==> src/rtl/jt51_lfo_pkg.sv <==
// ============================================================================
// Module      : jt51_lfo_pkg
// Description : Shared waveform codes and noise LFSR constants for the LFO.
// Revision    : 1.0 - initial release
// ============================================================================
`default_nettype none

package jt51_lfo_pkg;

    typedef enum logic [1:0] {
        W_SAW    = 2'd0,
        W_SQUARE = 2'd1,
        W_TRI    = 2'd2,
        W_NOISE  = 2'd3
    } lfo_wave_t;

    localparam int              c_lfsr_w     = 17;
    localparam int              c_lfsr_tap_a = 17;
    localparam int              c_lfsr_tap_b = 14;
    localparam logic [16:0]     c_lfsr_seed  = 17'h1_0001;

endpackage

`default_nettype wire

==> src/rtl/jt51_lfo_if.sv <==
// ============================================================================
// Module      : jt51_lfo_if
// Description : LFO register inputs and modulation outputs (AM to EG, PM to PG).
// Revision    : 1.0 - initial release
// ============================================================================
`default_nettype none

interface jt51_lfo_if;
    logic [7:0] lfo_freq;
    logic [1:0] lfo_w;
    logic [6:0] lfo_amd;
    logic [6:0] lfo_pmd;
    logic       lfo_rst;
    logic [6:0] am;
    logic [7:0] pm;
    logic       lfo_step;

    modport master (
        output lfo_freq, lfo_w, lfo_amd, lfo_pmd, lfo_rst,
        input  am, pm, lfo_step
    );

    modport slave (
        input  lfo_freq, lfo_w, lfo_amd, lfo_pmd, lfo_rst,
        output am, pm, lfo_step
    );
endinterface

`default_nettype wire

==> src/rtl/jt51_lfo_lfsr.sv <==
// ============================================================================
// Module      : jt51_lfo_lfsr
// Description : 17-bit Fibonacci LFSR (x^17 + x^14 + 1) used as the noise source.
// Revision    : 1.0 - initial release
// ============================================================================
`default_nettype none

module jt51_lfo_lfsr
    import jt51_lfo_pkg::*;
#(
    parameter logic [c_lfsr_w-1:0] SEED = c_lfsr_seed
) (
    input  wire logic                clk,
    input  wire logic                rst_n,
    input  wire logic                cen,
    input  wire logic                adv,
    output logic [c_lfsr_w-1:0]      lfsr
);

    logic [c_lfsr_w-1:0] r_lfsr;
    logic                w_fb;

    // The top tap is in the feedback, so the step is invertible and a
    // non-zero seed can never collapse to the all-zero lock-up state.
    assign w_fb = r_lfsr[c_lfsr_tap_a-1] ^ r_lfsr[c_lfsr_tap_b-1];

    always_ff @(posedge clk or negedge rst_n) begin
        if (!rst_n)
            r_lfsr <= SEED;
        else if (cen && adv)
            r_lfsr <= {r_lfsr[c_lfsr_w-2:0], w_fb};
    end

    assign lfsr = r_lfsr;

endmodule

`default_nettype wire

==> src/rtl/jt51_lfo_mod.sv <==
// ============================================================================
// Module      : jt51_lfo_mod
// Description : Frame-rate LFO: prescale/divider, four waveforms, AM/PM scaling.
//               Optional JT51_LFO_FASTTEST_EN adds test_fast (tick every frame).
// Revision    : 1.0 - initial release
// ============================================================================
`default_nettype none

module jt51_lfo_mod
    import jt51_lfo_pkg::*;
#(
    parameter logic [16:0] LFSR_SEED = c_lfsr_seed
) (
    input  wire logic   clk,
    input  wire logic   rst_n,
    input  wire logic   cen,
    input  wire logic   zero,
`ifdef JT51_LFO_FASTTEST_EN
    input  wire logic   test_fast,
`endif
    jt51_lfo_if.slave   bus
);

    logic [4:0]          r_mant_acc;
    logic [14:0]         r_div;
    logic [7:0]          r_phase;
    logic [7:0]          r_noise_hold;
    logic [6:0]          r_am;
    logic [7:0]          r_pm;
    logic                r_step;

    logic [3:0]          w_exp;
    logic [3:0]          w_mant;
    logic [5:0]          w_sum;
    logic                w_carry;
    logic [14:0]         w_mask;
    logic                w_div_full;
    logic                w_tick;
    logic [7:0]          w_phase_nxt;
    logic [7:0]          w_noise_nxt;
    logic [7:0]          w_tri2;
    logic [7:0]          w_amp;
    logic signed [7:0]   w_pv;
    logic [14:0]         w_am_prod;
    logic signed [15:0]  w_pm_prod;
    logic [c_lfsr_w-1:0] w_lfsr;
    logic                w_unused;

    jt51_lfo_lfsr #(.SEED(LFSR_SEED)) u_lfsr (
        .clk   (clk),
        .rst_n (rst_n),
        .cen   (cen),
        .adv   (zero),
        .lfsr  (w_lfsr)
    );

    assign w_exp   = bus.lfo_freq[7:4];
    assign w_mant  = bus.lfo_freq[3:0];
    assign w_sum   = {1'b0, r_mant_acc} + {2'b01, w_mant};
    assign w_carry = w_sum[5];

    // Low (15-E) divider bits must be all ones; E=15 leaves an empty field.
    assign w_mask     = 15'h7FFF >> w_exp;
    assign w_div_full = (r_div & w_mask) == w_mask;

`ifdef JT51_LFO_FASTTEST_EN
    assign w_tick = !bus.lfo_rst && (test_fast || (w_carry && w_div_full));
`else
    assign w_tick = !bus.lfo_rst && w_carry && w_div_full;
`endif

    assign w_phase_nxt = bus.lfo_rst ? 8'd0 : (w_tick ? r_phase + 8'd1 : r_phase);
    assign w_noise_nxt = w_tick ? w_lfsr[7:0] : r_noise_hold;
    assign w_tri2      = {w_phase_nxt[6:0], 1'b0};

    // Waveform is derived from the post-update phase so outputs land with the tick.
    always_comb begin
        w_amp = 8'd0;
        w_pv  = 8'sd0;
        case (lfo_wave_t'(bus.lfo_w))
            W_SAW: begin
                w_amp = ~w_phase_nxt;
                w_pv  = $signed(w_phase_nxt ^ 8'h80);
            end
            W_SQUARE: begin
                w_amp = w_phase_nxt[7] ? 8'h00 : 8'hFF;
                w_pv  = w_phase_nxt[7] ? 8'sh80 : 8'sh7F;
            end
            W_TRI: begin
                w_amp = w_phase_nxt[7] ? w_tri2 : ~w_tri2;
                w_pv  = $signed((w_phase_nxt[7] ? w_tri2 : ~w_tri2) ^ 8'h80);
            end
            W_NOISE: begin
                w_amp = w_noise_nxt;
                w_pv  = $signed(w_noise_nxt ^ 8'h80);
            end
            default: ;
        endcase
    end

    assign w_am_prod = w_amp * bus.lfo_amd;
    assign w_pm_prod = w_pv * $signed({1'b0, bus.lfo_pmd});

    always_ff @(posedge clk or negedge rst_n) begin
        if (!rst_n) begin
            r_mant_acc   <= '0;
            r_div        <= '0;
            r_phase      <= '0;
            r_noise_hold <= '0;
            r_am         <= '0;
            r_pm         <= '0;
            r_step       <= 1'b0;
        end else if (cen) begin
            r_step <= zero && w_tick;
            if (zero) begin
                if (bus.lfo_rst) begin
                    r_mant_acc <= '0;
                    r_div      <= '0;
                end else begin
                    r_mant_acc <= w_sum[4:0];
                    if (w_carry)
                        r_div <= r_div + 15'd1;
                end
                r_phase      <= w_phase_nxt;
                r_noise_hold <= w_noise_nxt;
                r_am         <= w_am_prod[14:8];
                r_pm         <= w_pm_prod[14:7];
            end
        end
    end

    assign bus.am       = r_am;
    assign bus.pm       = r_pm;
    assign bus.lfo_step = r_step;

    assign w_unused = &{1'b0, w_am_prod[7:0], w_pm_prod[15], w_pm_prod[6:0],
                        w_lfsr[c_lfsr_w-1:8]};

endmodule

`default_nettype wire

==> src/flat_wrapper.sv <==
// flat-port wrapper written by rule: the top's interface ports become plain ports
module jt51_lfo_mod_flat import jt51_lfo_pkg::*;
#(
    parameter logic [16:0] LFSR_SEED = c_lfsr_seed
)
  (clk, rst_n, cen, zero, bus_lfo_freq, bus_lfo_w, bus_lfo_amd, bus_lfo_pmd, bus_lfo_rst, bus_am, bus_pm, bus_lfo_step);
  jt51_lfo_if bus_i ();
  input  wire logic clk;
  input  wire logic rst_n;
  input  wire logic cen;
  input  wire logic zero;
  input wire logic [$bits(bus_i.lfo_freq)-1:0] bus_lfo_freq;
  input wire logic [$bits(bus_i.lfo_w)-1:0] bus_lfo_w;
  input wire logic [$bits(bus_i.lfo_amd)-1:0] bus_lfo_amd;
  input wire logic [$bits(bus_i.lfo_pmd)-1:0] bus_lfo_pmd;
  input wire logic [$bits(bus_i.lfo_rst)-1:0] bus_lfo_rst;
  output wire logic [$bits(bus_i.am)-1:0] bus_am;
  output wire logic [$bits(bus_i.pm)-1:0] bus_pm;
  output wire logic [$bits(bus_i.lfo_step)-1:0] bus_lfo_step;
  assign bus_i.lfo_freq = bus_lfo_freq;
  assign bus_i.lfo_w = bus_lfo_w;
  assign bus_i.lfo_amd = bus_lfo_amd;
  assign bus_i.lfo_pmd = bus_lfo_pmd;
  assign bus_i.lfo_rst = bus_lfo_rst;
  assign bus_am = bus_i.am;
  assign bus_pm = bus_i.pm;
  assign bus_lfo_step = bus_i.lfo_step;
  jt51_lfo_mod #(.LFSR_SEED(LFSR_SEED)) u_core (.clk(clk), .rst_n(rst_n), .cen(cen), .zero(zero), .bus(bus_i));
endmodule
==> config.mk <==
export PLATFORM = sky130hd
export DESIGN_NAME = jt51_lfo_mod_flat
export DESIGN_NICKNAME = d
export VERILOG_FILES = /design/src/rtl/jt51_lfo_pkg.sv /design/src/rtl/jt51_lfo_if.sv /design/src/rtl/jt51_lfo_lfsr.sv /design/src/rtl/jt51_lfo_mod.sv /design/src/flat_wrapper.sv
export SDC_FILE = /design/constraint.sdc
export NUM_CORES = 1
export LEC_CHECK = 0
export ABC_CLOCK_PERIOD_IN_PS = 7790
export CORE_AREA = 5 5 89 174
export DETAILED_ROUTE_END_ITERATION = 7
export DIE_AREA = 0 0 94 179
export PLACE_DENSITY = 0.71
export SYNTH_ARGS = -nofsm -noshare
export SYNTH_HDL_FRONTEND = slang
export SYNTH_SLANG_ARGS = --single-unit
==> constraint.sdc <==
create_clock -name clk -period 7.79 [get_ports clk]
set_input_delay 1.1685 -clock clk [delete_from_list [all_inputs] [get_ports clk]]
set_output_delay 1.1685 -clock clk [all_outputs]
set_load 0.01 [all_outputs]
==> impl_metrics.env, run 1 <==
export IMPL_internal_power_uw=1430
export IMPL_cp_end_kind="flop"
export IMPL_clkLatencyLatePin_ns=0.34
export IMPL_p_per_area_nw_per_um2=264
export IMPL_synth_top_family_by_area="adder cells"
export IMPL_drt_pass1_iterations=4
export IMPL_setup_ws_ns=0.270
export IMPL_yosysWarningCount=0
export IMPL_hold_viol=0
export IMPL_ant_nets=0
export IMPL_post_route_period_util_pct=96.5
export IMPL_post_drt_wl_per_cell_um=16.7
export IMPL_outcome="finished, final reports clean"
export IMPL_gr_usage_all_layers_pct=24.3
export IMPL_drt_total_wl_mm=19.3
export IMPL_die_h_um=179
export IMPL_async_flop_share_pct=100
export IMPL_place_ws_ns=-0.688
export IMPL_grt_first_pass_wirelength_mm=32.4
export IMPL_vias_per_cell=5.48
export IMPL_critPathTopFamily="adder cells"
export IMPL_core_um2=13900
export IMPL_mostFrequentLayoutCells="125 x nand2_1, 109 x inv_1, 91 x buf_4"
export IMPL_slew_headroom_pct=41.4
export IMPL_dieArea_um2=16800
export IMPL_synth_xor_area_share_pct=5.58
export IMPL_fin_util_pct=68.2
export IMPL_placed_cells=1127
export IMPL_hold_path_class="flop to flop"
export IMPL_synth_compound_area_share_pct=11.3
export IMPL_first_global_vias=7047
export IMPL_critPathKind="input pin to flop"
export IMPL_syn_inst=838
export IMPL_antenna_found_initial=0
export IMPL_slowest_stage="fa_1"
export IMPL_drtIter0Drc=297
export IMPL_seqCellArea_um2=1730
export IMPL_drive_gt1_share_pct=21.1
export IMPL_tritoncts="done"
export IMPL_fin_nets=1131
export IMPL_die_w_um=94
export IMPL_clkTransAtPathRegs_ns=0.06
export IMPL_grt_ovfl_total=0
export IMPL_min_period_ns=7.52
export IMPL_timing_max_cap_violations=0
export IMPL_fmax_mhz=133
export IMPL_stdcell_count=1160
export IMPL_diodes=0
export IMPL_reg2regPathDepth=30
export IMPL_worst_pin_slew_ns=0.879
export IMPL_clock_root_buffer="clkbuf_16"
export IMPL_cts_buffer_depth=2
export IMPL_pwr_share_comb_pct=64.3
export IMPL_ios=45
export IMPL_cp_depth=31
export IMPL_vias=6360
export IMPL_synth_fp_nets=1003
export IMPL_p_sw_uw=1060
export IMPL_yosys_area_share_simple_pct=19.7
export IMPL_worst_path_most_repeated_cell="fa_1"
export IMPL_synth_cell_types=65
export IMPL_syn_area_um2=7530
export IMPL_ir_drop_mv=0.319
export IMPL_power_leakage_uw=0.00450
export IMPL_seq_power_share_pct=19.4
export IMPL_clockPowerShare_pct=16.4
export IMPL_cts_inserted_buffers=9
export IMPL_fill_cells=1066
export IMPL_syn_to_final_growth_pct=25.7
export IMPL_worstPathArrival_ns=7.70
export IMPL_ys_seq_area_share_pct=23.0
export IMPL_clock_sinks=69
export IMPL_grt_max_degree=74
export IMPL_ys_ff_latch=69
export IMPL_worstPathMaxFanout=4
export IMPL_num_rows=61
export IMPL_cp_start_kind="input pin"
export IMPL_min_delay_path_depth=2
export IMPL_slew_violations=0
export IMPL_synth_avg_cell_area_um2=8.99
export IMPL_fin_skew_ns=0.0110
export IMPL_synth_edf_count=0
export IMPL_crit_buf_inv=8
export IMPL_dpl_hpwl_mm=15.1
export IMPL_crit_required_ns=7.97
export IMPL_holdWs_ns=0.477
export IMPL_setup_viol=0
export IMPL_mostFrequentLayoutCell="nand2_1"
export IMPL_gp_congestion=0.948
export IMPL_start_util_pct=54.2
export IMPL_synthAdderAreaFrac_pct=29.8
export IMPL_synth_mux_area_fraction_pct=3.67
export IMPL_cts_htree_levels=3
export IMPL_critical_path_max_stage_delay_ns=0.54
export IMPL_multiInputGateArea_um2=5590
export IMPL_p_sw_share_pct=42.6
export IMPL_drc=0
export IMPL_numPortBuffers=44
export IMPL_synthFlopType="dfrtp_1"
[stage by stage]
stage                     area, µm²  total power [µW]  TNS (ns)
after floorplan                7540              1430         0
final                          9470              2500         0
after global routing           9470              2740   -0.0124
after detailed placement       8730              1960     -5.80
after global placement         8730              1900     -3.59
after CTS                      9270              2450         0
[power by group through the flow]
stage	registers [µW]	logic, µW	clock network [µW]
3_3_place_gp	482	1420	0
4_1_cts	483	1550	418
2_1_floorplan	483	949	0
3_5_place_dp	486	1480	0
6_report	483	1600	409
5_1_grt	491	1810	433
[state kept, by name, indices dropped and copies added (netlist names)]
name,cells
u_core.bus.lfo_step,1
u_core.r_div,15
u_core.bus.am,7
u_core.r_noise_hold,8
u_core.r_phase,8
u_core.u_lfsr.lfsr,17
u_core.r_mant_acc,5
u_core.bus.pm,8
[worst reg2reg max path, delay by kind of cell, from the launching register on]
kind            cells  cell delay, ns
fa+ha+maj           6            2.63
compound gates      5            0.79
simple gates        9            1.53
flops               1            0.43
xor+xnor            2            0.22
buf+inv             7            0.79
mux                 1            0.42
[final cells by class]
| class | count | area share (%) |
|---|---|---|
| Multi-Input combinational cell | 630 | 59.0 |
| Inverter | 114 | 4.52 |
| Tap cell | 189 | 2.50 |
| Timing Repair Buffer | 142 | 12.7 |
| Sequential cell | 69 | 18.3 |
| Clock buffer | 9 | 2.38 |
| Clock inverter | 7 | 0.648 |
[layer usage]
metal,up-vias,wire length (µm),global-route usage [%]
met5,-,0,0
met4,0,1290,16.2
met3,86,572,3.19
met2,171,10800,45.9
met1,3110,6680,24.1
li1,2993,-,-
[worst paths after layout]
check                                                   start                            endpoint  slack (ns)
min                        u_core.r_noise_hold[1]$_DFFE_PN0P_  u_core.r_noise_hold[1]$_DFFE_PN0P_        0.48
max reg2reg                  u_core.r_mant_acc[1]$_DFFE_PN0P_        u_core.bus.am[5]$_DFFE_PN0P_        0.82
max                                           bus_lfo_freq[2]        u_core.bus.am[5]$_DFFE_PN0P_        0.27
max in group asynchronous                               rst_n        u_core.bus.am[5]$_DFFE_PN0P_        6.19
min in group asynchronous                               rst_n  u_core.u_lfsr.lfsr[14]$_DFFE_PN0P_        1.03
min reg2reg                u_core.r_noise_hold[1]$_DFFE_PN0P_  u_core.r_noise_hold[1]$_DFFE_PN0P_        0.48
[cell usage after synthesis (all sizes together) (2+ instances only)]
master | instances | area, µm²
nand2 | 126 | 473
inv | 114 | 428
fa | 72 | 1440
dfrtp | 67 | 1680
and2 | 65 | 407
ha | 64 | 801
nor2 | 50 | 190
o21ai | 32 | 164
xnor2 | 27 | 236
a21oi | 22 | 118
xor2 | 21 | 184
clkbuf | 20 | 75.1
mux2 | 18 | 203
nand3 | 13 | 65.1
nor3 | 11 | 71.3
o31ai | 10 | 80.1
a21o | 8 | 60.1
or3 | 8 | 50.1
and3 | 7 | 43.8
mux2i | 7 | 73.8
a211oi | 6 | 50.1
a31oi | 6 | 37.5
nand4 | 6 | 37.5
o22ai | 6 | 37.5
buf | 5 | 23.8
nor4 | 5 | 46.3
nand2b | 4 | 25.0
o211ai | 4 | 57.6
nor4b | 3 | 26.3
o21bai | 3 | 22.5
a22oi | 2 | 15.0
dfstp | 2 | 52.6
nor2b | 2 | 12.5
o2111ai | 2 | 17.5
o41ai | 2 | 17.5
[kinds of logic after synthesis]
group	after synthesis
simple gates	305
buf+inv	139
fa+ha+maj	136
compound gates	116
flops	69
xor+xnor	48
mux	25
[timing repair]
action                     in CTS  in global routing
hold buffers                    0                  0
buffers inserted               10                  7
pin swaps                      20                 46
setup endpoints to repair      11                 14
resized for setup              35                 39
Power figures use the tool's default switching activity.
==> run 2, diff against run 1 <==
--- a/config.mk
+++ b/config.mk
@@ -5,11 +5,12 @@
 export SDC_FILE = /design/constraint.sdc
 export NUM_CORES = 1
 export LEC_CHECK = 0
-export ABC_CLOCK_PERIOD_IN_PS = 7790
-export CORE_AREA = 5 5 89 174
+export ABC_CLOCK_PERIOD_IN_PS = 6070
+export CORE_AREA = 5 5 172 91
+export CTS_CLUSTER_DIAMETER = 80
 export DETAILED_ROUTE_END_ITERATION = 7
-export DIE_AREA = 0 0 94 179
-export PLACE_DENSITY = 0.71
+export DIE_AREA = 0 0 177 96
+export PLACE_DENSITY = 0.75
 export SYNTH_ARGS = -nofsm -noshare
 export SYNTH_HDL_FRONTEND = slang
 export SYNTH_SLANG_ARGS = --single-unit
==> constraint.sdc (replaced) <==
create_clock -name clk -period 6.07 [get_ports clk]
set_input_delay 0.9105 -clock clk [delete_from_list [all_inputs] [get_ports clk]]
set_output_delay 0.9105 -clock clk [all_outputs]
set_load 0.01 [all_outputs]
==> run 2 against run 1 <==
  * The flow now finishes with violations (setup timing)
  * Critical path type unchanged
  * Wire length increased by 15%
  * Setup slack got worse by 1.3 ns
  * Die area increased by 0.99%
  * Clock skew about the same
  * Cell area increased by 8.3%
  * First-iteration DRC count increased by 110%
  * Final cell count increased by 6.2%
  * Via count increased by 7.1%
  * Utilization increased by 4.9 points
==> impl_metrics.env, run 2 (same netlist as run 1, synthesis figures left out) <==
export IMPL_crit_required_ns=6.27
export IMPL_clock_root_buffer="clkbuf_16"
export IMPL_first_global_vias=6802
export IMPL_syn_to_final_growth_pct=36.2
export IMPL_cts_hold_buffers=0
export IMPL_diodes=0
export IMPL_drive_gt1_share_pct=30.7
export IMPL_dpl_hpwl_mm=16.6
export IMPL_mostFrequentLayoutCells="149 x buf_4, 121 x nand2_1, 103 x inv_1"
export IMPL_die_w_um=177
export IMPL_gp_congestion=0.959
export IMPL_violations="setup timing"
export IMPL_pwr_share_comb_pct=68.3
export IMPL_cp_start_kind="input pin"
export IMPL_clockPowerShare_pct=14.7
export IMPL_drtIter0Drc=635
export IMPL_cts_inserted_buffers=9
export IMPL_drt_pass1_iterations=4
export IMPL_worstPathArrival_ns=7.26
export IMPL_p_sw_share_pct=42.7
export IMPL_slew_violations=0
export IMPL_antenna_found_initial=0
export IMPL_outcome="finished with violations"
export IMPL_power_uw=3600
export IMPL_dieArea_um2=17000
export IMPL_critPathKind="input pin to flop"
export IMPL_worst_path_most_repeated_cell="fa_1"
export IMPL_fin_nets=1194
export IMPL_place_ws_ns=-1.91
export IMPL_core_um2=14000
export IMPL_grt_max_degree=74
export IMPL_slowest_stage="fa_1"
export IMPL_cts_buffer_depth=2
export IMPL_fin_skew_ns=0.0114
export IMPL_worstPathMaxFanout=4
export IMPL_crit_buf_inv=6
export IMPL_multiInputGateArea_um2=5860
export IMPL_p_sw_uw=1540
export IMPL_num_rows=31
export IMPL_critPathTopFamily="adder cells"
export IMPL_ios=45
export IMPL_hold_path_class="flop to flop"
export IMPL_clkLatencyLatePin_ns=0.34
export IMPL_gr_usage_all_layers_pct=27.3
export IMPL_drc=0
export IMPL_cts_htree_levels=3
export IMPL_internal_power_uw=2060
export IMPL_grt_setup_unrepaired="true"
export IMPL_numPortBuffers=44
export IMPL_cp_end_kind="flop"
export IMPL_grt_ovfl_total=0
export IMPL_p_per_area_nw_per_um2=351
export IMPL_clkTransAtPathRegs_ns=0.07
export IMPL_power_leakage_uw=0.00486
export IMPL_fill_cells=1009
export IMPL_start_util_pct=53.6
export IMPL_slew_headroom_pct=38.6
export IMPL_ant_nets=0
export IMPL_drt_total_wl_mm=22.3
export IMPL_setup_viol=15
export IMPL_min_period_ns=7.06
export IMPL_grt_first_pass_wirelength_mm=36.0
export IMPL_hold_viol=0
export IMPL_die_h_um=96
export IMPL_fmax_mhz=142
export IMPL_post_route_period_util_pct=116
export IMPL_seqCellArea_um2=1730
export IMPL_tritoncts="done"
export IMPL_setup_ws_ns=-0.994
export IMPL_vias_per_cell=5.53
export IMPL_timing_max_cap_violations=0
export IMPL_vias=6809
export IMPL_seq_power_share_pct=16.9
export IMPL_post_drt_wl_per_cell_um=18.1
export IMPL_ir_drop_mv=0.495
export IMPL_worst_pin_slew_ns=0.922
export IMPL_clock_sinks=69
export IMPL_critical_path_max_stage_delay_ns=0.52
export IMPL_largest_register_ffs=17
export IMPL_mostFrequentLayoutCell="buf_4"
==> run 2: cell count changes in the layout (fill, tap and decap cells not counted), sizes merged <==
| cell | change |
|---|---|
| buf | +66 |
| clkdlybuf4s15 | -1 |
| inv | -2 |
| clkbuf | +2 |
| clkdlybuf4s50 | -1 |
| dlymetal6s2s | -3 |
| clkinv | +2 |
==> run 2: through the flow <==
stage / TNS (ns) / hold slack, ns / cell area [µm²] / utilization (%) / instances
after global routing: -15.68 / 0.509 / 10300 / 73.0 / 1232
after floorplan: -12.60 / 0.445 / 7740 / - / 838
final: -12.41 / 0.485 / 10300 / 73.0 / 1232
after CTS: -12.72 / 0.481 / 10100 / 72.1 / 1227
after detailed placement: -24.81 / 0.468 / 9280 / 66.1 / 1184
after global placement: -22.71 / 0.459 / 9280 / 66.1 / 1184
==> run 2: repair_timing <==
item	in CTS	in global routing
gates resized for setup	95	26
gates cloned	0	0
buffers inserted	27	6
endpoints found under the setup margin	15	15
pin swaps	59	41
==> run 2: cell type report <==
type                    count  share of cell area (%)
inverters                 114                    4.17
repair buffers            205                    16.6
well taps                 198                    2.42
clock buffers               9                    2.20
flip-flops and latches     69                    16.9
clock inverters             7                   0.671
multi-input cells         630                    57.1
==> run 2: worst reg2reg max path: cells and delay by family, from the launching register on <==
kind	cells	cell delay [ns]
AND/OR/NAND/NOR	9	1.81
multiplexers	1	0.40
adder cells (fa/ha/maj)	6	2.49
flip-flops	1	0.42
buffers and inverters	5	0.55
AO/OA/AOI/OAI	5	0.74
XOR/XNOR	2	0.30
==> run 2: power by group through the flow <==
stage	combinational (µW)	sequential [µW]	clock [µW]
2_1_floorplan	1310	622	0
3_3_place_gp	2010	612	0
3_5_place_dp	2080	612	0
4_1_cts	2360	607	535
5_1_grt	2690	617	561
6_report	2460	609	530
==> run 2: routing by layer <==
metal	global-route usage, %	routed length, µm
met1	40.5	10400
met2	39.0	9110
met3	8.79	2470
met4	5.02	272
met5	2.68	60
==> run 2: final timing paths <==
check | start | end | slack (ns) | cells after the start
setup / recovery | bus_lfo_freq[2] | u_core.bus.am[5]$_DFFE_PN0P_ | -0.99 | 29
hold / removal | u_core.r_noise_hold[7]$_DFFE_PN0P_ | u_core.r_noise_hold[7]$_DFFE_PN0P_ | 0.48 | 2
setup reg to reg | u_core.r_mant_acc[2]$_DFFE_PN0P_ | u_core.bus.am[5]$_DFFE_PN0P_ | -0.77 | 28
hold reg to reg | u_core.r_noise_hold[7]$_DFFE_PN0P_ | u_core.r_noise_hold[7]$_DFFE_PN0P_ | 0.48 | 2
max in group asynchronous | rst_n | u_core.bus.am[6]$_DFFE_PN0P_ | 4.76 | 1
min in group asynchronous | rst_n | u_core.bus.pm[5]$_DFFE_PN0P_ | 0.70 | 1
